`config.mk`:
```
export PLATFORM = sky130hd
export DESIGN_NAME = xy_out_arbiter
export DESIGN_NICKNAME = d
export VERILOG_FILES = /design/src/rtl/xy_out_arbiter.sv
export SDC_FILE = /design/constraint.sdc
export NUM_CORES = 1
export LEC_CHECK = 0
export BUFFER_PORTS_ARGS = -buffer_cell sky130_fd_sc_hd__buf_2
export CORE_ASPECT_RATIO = 0.9
export CORE_MARGIN = 4
export CORE_UTILIZATION = 45
export DETAILED_ROUTE_END_ITERATION = 6
export PLACE_DENSITY = 0.83
export RECOVER_POWER = 25
export SYNTH_ARGS = -nofsm -noshare
export SYNTH_HDL_FRONTEND = slang
export SYNTH_SLANG_ARGS = --single-unit
```
`constraint.sdc`:
```
create_clock -name clk_i -period 4.9 [get_ports clk_i]
set_clock_uncertainty 0.15 [all_clocks]
set_input_delay 0.245 -clock clk_i [delete_from_list [all_inputs] [get_ports clk_i]]
set_output_delay 0.245 -clock clk_i [all_outputs]
set_load 0.02 [all_outputs]
```
`src/rtl/xy_out_arbiter.sv`:
```
// XY-router output-port arbiter: round-robin selection among input FIFOs
// whose head packet targets this output, feeding a one-entry output
// register that drains into the next-hop FIFO. The register refills in the
// same cycle it drains, so sustained throughput is one packet per clock.
module xy_out_arbiter #(
    parameter int PORT_N = 5,
    parameter int PCKT_W = 16
) (
    input  logic                     clk_i,
    input  logic                     rst_i,
    input  logic [PORT_N-1:0]        req_i,
    input  logic [PCKT_W*PORT_N-1:0] pckt_i,
    output logic [PORT_N-1:0]        rd_en_o,
    input  logic                     nxt_fifo_full_i,
    output logic                     wr_en_o,
    output logic [PCKT_W-1:0]        pckt_o,
    output logic [PORT_N-1:0]        grant_o,
    output logic                     stall_o
);

    localparam int PTR_W = (PORT_N > 1) ? $clog2(PORT_N) : 1;

    // Occupancy states of the output register.
    localparam logic [1:0] ST_IDLE  = 2'd0;
    localparam logic [1:0] ST_XFER  = 2'd1;
    localparam logic [1:0] ST_STALL = 2'd2;

    logic              valid_reg;
    logic [PCKT_W-1:0] pckt_reg;
    logic [PORT_N-1:0] grant_reg;
    logic [PTR_W-1:0]  rr_ptr_reg;
    logic [PTR_W-1:0]  rr_ptr_next;

    logic [1:0]        state;
    logic              wr_en;
    logic              accept;
    logic              found;
    logic              grant_any;
    logic [PTR_W-1:0]  pick_idx;
    logic [PORT_N-1:0] pick_onehot;
    logic [PTR_W:0]    idx_sum;
    logic [PTR_W-1:0]  cand;

    logic [PCKT_W-1:0] pckt_slice [PORT_N];

    // Unpack the flat head-packet bus into one slice per input port.
    generate
        for (genvar gi = 0; gi < PORT_N; gi++) begin : g_slice
            assign pckt_slice[gi] = pckt_i[gi*PCKT_W +: PCKT_W];
        end
    endgenerate

    // Drain strobe; suppressed while reset is asserted so a held packet is dropped.
    assign wr_en  = ~rst_i & valid_reg & ~nxt_fifo_full_i;
    // Register can take a packet when empty or when it is draining this cycle.
    assign accept = ~rst_i & (~valid_reg | wr_en);

    // Round-robin search: first requesting port at or above rr_ptr, wrapping.
    always_comb begin
        found   = 1'b0;
        pick_idx = '0;
        idx_sum = '0;
        cand    = '0;
        for (int i = 0; i < PORT_N; i++) begin
            idx_sum = {1'b0, rr_ptr_reg} + (PTR_W+1)'(i);
            if (idx_sum >= (PTR_W+1)'(PORT_N)) begin
                idx_sum = idx_sum - (PTR_W+1)'(PORT_N);
            end
            cand = idx_sum[PTR_W-1:0];
            if (!found && req_i[cand]) begin
                found    = 1'b1;
                pick_idx = cand;
            end
        end
    end

    // One-hot form of the chosen port and the pointer value after granting it.
    always_comb begin
        pick_onehot           = '0;
        pick_onehot[pick_idx] = 1'b1;
        if (pick_idx == PTR_W'(PORT_N - 1)) begin
            rr_ptr_next = '0;
        end else begin
            rr_ptr_next = pick_idx + PTR_W'(1);
        end
    end

    assign grant_any = accept & found;

    // Output register, source index and round-robin pointer.
    always_ff @(posedge clk_i) begin
        if (rst_i) begin
            valid_reg  <= 1'b0;
            pckt_reg   <= '0;
            grant_reg  <= '0;
            rr_ptr_reg <= '0;
        end else if (accept) begin
            if (found) begin
                valid_reg  <= 1'b1;
                pckt_reg   <= pckt_slice[pick_idx];
                grant_reg  <= pick_onehot;
                rr_ptr_reg <= rr_ptr_next;
            end else begin
                // Drained with nothing to refill: packet bits are left as-is.
                valid_reg <= 1'b0;
                grant_reg <= '0;
            end
        end
    end

    // State decode: STALL tracks the full flag in the same cycle so that the
    // stall indication and the withheld write strobe always coincide.
    always_comb begin
        state = ST_IDLE;
        if (valid_reg) begin
            state = nxt_fifo_full_i ? ST_STALL : ST_XFER;
        end
    end

    assign rd_en_o = grant_any ? pick_onehot : '0;
    assign wr_en_o = wr_en;
    assign pckt_o  = pckt_reg;
    assign grant_o = grant_reg;
    assign stall_o = (state == ST_STALL);

endmodule
```
==> flow_metrics.env, run 1 <==
export IMPL_largest_register_ffs=16
export IMPL_nets=481
export IMPL_drive_gt1_share_pct=35.0
export IMPL_finalHoldWorstSlack_ns=0.0615
export IMPL_ys_ff_latch=25
export IMPL_die_h_um=76.9
export IMPL_routed_via_count=2628
export IMPL_p_per_area_nw_per_um2=817
export IMPL_max_slew_worst_pin_slew_ns=1.15
export IMPL_finalCriticalPeriod_ns=4.63
export IMPL_grt_pass1_wl_um=11500
export IMPL_syn_inst=273
export IMPL_start_util_pct=47.7
export IMPL_setup_viol=0
export IMPL_n_antenna_cell=0
export IMPL_synth_area_leaders="dfxtp_1 (21%), mux2i_1 (16%), a32oi_1 (5.9%), o221ai_1 (5.9%), ha_1 (4.2%)"
export IMPL_gp_congestion=0.903
export IMPL_clock_path_buffers=2
export IMPL_nFillCells=458
export IMPL_synthesis_area_um2=2380
export IMPL_holdPathStages=2
export IMPL_yosys_warnings=0
export IMPL_rrSetupSlack_ns=0.68
export IMPL_clk_pin_slew_ns=0.10
export IMPL_relSlewSlack_pct=23.2
export IMPL_drt_iter0_markers=160
export IMPL_ios=116
export IMPL_overflow=0
export IMPL_synth_ff_type="dfxtp_1"
export IMPL_grt_use_total_pct=20.7
export IMPL_synth_edf_count=0
export IMPL_yosys_area_top_type="dfxtp_1"
export IMPL_fin_tns_setup_ns=0
export IMPL_p_leak_nw=1.47
export IMPL_combPwrFrac_pct=81.2
export IMPL_cts_tree="done"
export IMPL_numCtsBuffers=3
export IMPL_grt_max_degree=28
export IMPL_mostFrequentLayoutCell="buf_2"
export IMPL_netlist_area_leader_share_pct=21.1
export IMPL_hpwlAfterDp_um=5810
export IMPL_p_clk_share_pct=5.2
export IMPL_worstPathArrival_ns=4.23
export IMPL_p_total_mw=2.48
export IMPL_synth_nets=370
export IMPL_drtPass1Iterations=5
export IMPL_crit_required_ns=4.51
export IMPL_crit_fanout=17
export IMPL_clk_latency_ns=0.28
export IMPL_design_core_area_um2=4980
export IMPL_yosysSeqAreaShare_pct=21.1
export IMPL_worst_ir_drop_vdd_mv=0.449
export IMPL_synthArstFlopShare_pct=0
export IMPL_synthToLayoutAreaGrowth_pct=27.7
export IMPL_setup_worst_path_start_class="flop"
export IMPL_worstSetupPathType="flop to output port"
export IMPL_rsz0062_at_grt="no"
export IMPL_wl_per_cell_um=16.1
export IMPL_cts_sinks=25
export IMPL_drt_total_wl_um=7220
export IMPL_syn_area_per_cell_um2=8.70
export IMPL_drc=0
export IMPL_power_frac_seq_pct=13.6
export IMPL_report_final_hold_viol_count=0
export IMPL_via_per_inst=5.87
export IMPL_fmax_mhz=216
export IMPL_die_w_um=84.6
export IMPL_finalCritPeriodShare_pct=94.5
export IMPL_outcome="finished clean"
export IMPL_grt_pass1_vias=2465
export IMPL_dieArea_um2=6510
export IMPL_post_cts_buffers=0
export IMPL_synth_cell_types=57
export IMPL_drv_slew=0
export IMPL_drv_cap=0
export IMPL_crit_path_end_kind="output port"
export IMPL_antenna_found_initial=0
export IMPL_place_ws_ns=0.453
export IMPL_htree_levels=1
export IMPL_final_core_util_pct=60.9
export IMPL_layout_common_cells="buf_2 (102), mux2i_1 (39), nor2_1 (26)"
export IMPL_intPower_mw=1.19
export IMPL_reg2reg_depth=13
export IMPL_p_sw_mw=1.28
export IMPL_final_antenna_net_count=0
export IMPL_rows=24
export IMPL_io_buffers=115
export IMPL_cts_root_buf="clkbuf_8"
export IMPL_hp_class="input port to flop"
export IMPL_switching_share_pct=51.8
export IMPL_setup_ws_ns=0.271
-- critical path, cell delays in order (launching register included) --
cell and delay, ns:
dfxtp_1 0.33, inv_2 0.18, ha_1 0.20, inv_1 0.05
fa_1 0.46, or3_1 0.43, a21bo_2 0.22, a221oi_2 0.41
nor4_2 0.14, nand3_1 0.15, nor2_1 0.06, nor2_1 0.86
and2_1 0.28, buf_2 0.18
-- power groups by stage --
stage                     clock, mW  sequential (mW)  combinational [mW]
after floorplan                   0            0.398                1.56
after global placement            0            0.336                1.96
after detailed placement          0            0.340                2.00
after CTS                     0.130            0.336                2.01
after global routing          0.140            0.349                2.18
final                         0.128            0.338                2.01
-- Yosys cell counts (4+ instances only) --
library cell / count
mux2i_1: 39
xnor2_1: 8
a21oi_1: 7
nand3_1: 5
dfxtp_1: 25
a21o_1: 5
o211ai_1: 4
o221ai_1: 16
buf_2: 5
buf_4: 4
nand2_1: 18
nor2b_1: 5
inv_1: 7
and2_1: 4
o21ai_0: 11
nand2b_1: 8
a32oi_1: 16
nor2_1: 26
ha_1: 8
-- cell families (layout without fill, tap and decap cells) --
family,Yosys count,after routing,share of synthesized area [%]
AOI/OAI and AO/OA,82,82,28.2
and+or+nand+nor,81,81,17.2
muxes,45,45,20.3
DFF,25,25,21.1
buffers and inverters,23,133,5.21
adders and majority gates,9,9,5.06
xor gates and xnor gates,8,8,2.95
-- final cells by class --
cell class	count	area (um2)	area share, %
inverter	8	30.0	0.990
clock inverter	1	7.51	0.247
tap	65	81.3	2.68
sequential	25	503	16.6
multi-input combinational	225	1760	58.1
clock buffer	3	41.3	1.36
timing repair buffer	121	608	20.0
-- metal layers --
layer	share of wire, %	vias up	track usage (%)	routed length [um]
met4	1.5	0	3.96	105
met2	49	111	34.7	3530
met3	8.0	12	3.97	576
li1	-	1272	-	-
met5	0	-	0	0
met1	42	1233	27.8	3000
-- path summary, 6_finish.rpt --
kind,startpoint,to
max,rr_ptr_reg[0],rd_en_o[4]
min,rst_i,rr_ptr_reg[2]
max reg2reg,rr_ptr_reg[1],pckt_o[11]
min reg2reg,grant_o[0],grant_o[0]
-- repair_timing --
| item | CTS | global route |
|---|---|---|
| hold buffers | 0 | 0 |
| endpoints found under the setup margin | 0 | 5 |
| gates resized for setup | 0 | 3 |
-- metrics by stage --
stage | std cells | instance area [um2]
CTS | 448 | 3040
global placement | 444 | 3000
detailed placement | 444 | 3000
global route | 448 | 3030
finish | 448 | 3030
floorplan | 273 | 2380
Power figures use the tool's default switching activity.
==> inputs of run 2 (changes only) <==
==> constraint.sdc (replaced) <==
create_clock -name clk_i -period 5.9 [get_ports clk_i]
set_clock_uncertainty 0.15 [all_clocks]
set_input_delay 0.295 -clock clk_i [delete_from_list [all_inputs] [get_ports clk_i]]
set_output_delay 0.295 -clock clk_i [all_outputs]
set_load 0.02 [all_outputs]
==> run 2 against run 1 <==
Sequential share of layout area is essentially flat. Register-to-register slack gained 0.51 ns. Worst setup slack gained 0.56 ns. Core utilization shrank 0.28 points. Die area is the same. Final cell count shrank 0.22%. First-iteration DRC count shrank 5.6%. Combinational power shrank 17%. Routed wire length grew 3.5%. Clock power shrank 18%. Critical endpoint unchanged. Largest power group unchanged.
==> flow_metrics.env, run 2 (same netlist as run 1, synthesis figures left out) <==
export IMPL_report_final_hold_viol_count=0
export IMPL_hp_class="input port to flop"
export IMPL_cts_root_buf="clkbuf_8"
export IMPL_final_area_um2=3020
export IMPL_wl_per_cell_um=16.7
export IMPL_hpwlAfterDp_um=5840
export IMPL_relSlewSlack_pct=9.17
export IMPL_r2r_end="pckt_o[10]"
export IMPL_p_leak_nw=1.46
export IMPL_antenna_found_initial=0
export IMPL_crit_required_ns=5.45
export IMPL_dieArea_um2=6510
export IMPL_post_cts_buffers=0
export IMPL_final_core_util_pct=60.6
export IMPL_setup_ws_ns=0.832
export IMPL_holdPathStages=3
export IMPL_nets=480
export IMPL_post_cts_resized=0
export IMPL_place_ws_ns=1.27
export IMPL_drv_slew=0
export IMPL_max_slew_worst_pin_slew_ns=1.36
export IMPL_p_per_area_nw_per_um2=680
export IMPL_switching_share_pct=52.3
export IMPL_intPower_mw=0.981
export IMPL_clock_path_buffers=2
export IMPL_grt_use_total_pct=21.7
export IMPL_mostFrequentLayoutCell="buf_2"
export IMPL_min_from="pckt_i[66]"
export IMPL_hold_path_endpoint="pckt_o[2]"
export IMPL_drt_total_wl_um=7470
export IMPL_drc=0
export IMPL_routed_via_count=2623
export IMPL_start_util_pct=47.7
export IMPL_holdBufCountCts=0
export IMPL_overflow=0
export IMPL_fmax_mhz=197
export IMPL_drive_gt1_share_pct=34.3
export IMPL_worstPathArrival_ns=4.62
export IMPL_worstSetupPathType="flop to output port"
export IMPL_grt_max_degree=22
export IMPL_drv_cap=0
export IMPL_design_core_area_um2=4980
export IMPL_cts_sinks=25
export IMPL_finalCritPeriodShare_pct=85.9
export IMPL_die_w_um=84.6
export IMPL_rows=24
export IMPL_crit_path_end_kind="output port"
export IMPL_largest_register_ffs=16
export IMPL_setup_viol=0
export IMPL_final_antenna_net_count=0
export IMPL_grt_pass1_vias=2503
export IMPL_p_sw_mw=1.07
export IMPL_combPwrFrac_pct=81.2
export IMPL_p_clk_share_pct=5.1
export IMPL_synthToLayoutAreaGrowth_pct=27.1
export IMPL_r2r_start="rr_ptr_reg[1]"
export IMPL_cts_tree="done"
export IMPL_drt_iter0_markers=151
export IMPL_rrSetupSlack_ns=1.19
export IMPL_htree_levels=1
export IMPL_grt_pass1_wl_um=11900
export IMPL_reg2reg_depth=13
export IMPL_gp_congestion=0.924
export IMPL_ios=116
export IMPL_fin_tns_setup_ns=0
export IMPL_crit_fanout=17
export IMPL_via_per_inst=5.87
export IMPL_clk_pin_slew_ns=0.09
export IMPL_n_antenna_cell=0
export IMPL_drtPass1Iterations=4
export IMPL_die_h_um=76.9
export IMPL_rsz0062_at_grt="no"
export IMPL_worst_ir_drop_vdd_mv=0.349
export IMPL_setup_worst_path_start_class="flop"
export IMPL_clk_latency_ns=0.27
export IMPL_outcome="finished clean"
export IMPL_dpl_cell_area_um2=2990
export IMPL_power_frac_seq_pct=13.7
export IMPL_numCtsBuffers=3
export IMPL_io_buffers=115
export IMPL_finalCriticalPeriod_ns=5.07
export IMPL_layout_common_cells="buf_2 (102), mux2i_1 (39), nor2_1 (26)"
run 2: cell count changes in the layout (fill, tap and decap cells not counted), sizes merged:
| cell | delta |
|---|---|
| buf | -1 |
run 2: worst max-delay path by stage:
stage          slack [ns]  depth (start not counted)     startpoint         end
2_1_floorplan        1.80                         15  rr_ptr_reg[0]  rd_en_o[2]
3_3_place_gp         1.36                         12  rr_ptr_reg[1]  rd_en_o[4]
3_5_place_dp         1.27                         13  rr_ptr_reg[1]  pckt_o[10]
4_1_cts              0.95                         13  rr_ptr_reg[1]  rd_en_o[1]
5_1_grt              0.64                         13  rr_ptr_reg[1]  rd_en_o[1]
6_report             0.83                         12  rr_ptr_reg[1]  rd_en_o[4]
run 2: per-stage QoR:
stage	hold WS, ns	std cells	power, mW
2_1_floorplan	0.217	273	1.63
3_3_place_gp	0.278	443	1.89
3_5_place_dp	0.290	443	1.94
4_1_cts	0.107	447	2.05
5_1_grt	0.113	447	2.20
6_report	0.110	447	2.05
run 2: power groups by stage:
| stage | Clock, mW | Sequential (mW) | Combinational (mW) |
|---|---|---|---|
| 2_1_floorplan | 0 | 0.331 | 1.30 |
| 3_3_place_gp | 0 | 0.279 | 1.61 |
| 3_5_place_dp | 0 | 0.281 | 1.66 |
| 4_1_cts | 0.107 | 0.279 | 1.66 |
| 5_1_grt | 0.113 | 0.290 | 1.80 |
| 6_report | 0.105 | 0.281 | 1.67 |
run 2: critical path: stages (launching register included):
cell and delay, ns:
dfxtp_1 0.60, ha_1 0.27, inv_1 0.06, fa_1 0.46, or3_1 0.43, a21bo_2 0.22
a221oi_2 0.40, nor4_2 0.15, nand3_1 0.17, nor2_1 0.06, nor2_1 1.01, and2_1 0.32
buf_2 0.19
run 2: layout make-up:
class	count	area, um2
inverters	8	30.0
clock inverters	1	7.51
fillers	461	1960
clock buffers	3	41.3
multi-input cells	225	1760
repair buffers	120	597
flip-flops and latches	25	500
well taps	65	81.3
run 2: layer usage:
layer  routed length, um  part of all wire (%)  track usage, %
met1                3130                    42            28.3
met3                 635                   8.5            3.75
met5                   0                     0               0
met2                3620                    48            37.2
met4                  82                   1.1            5.38
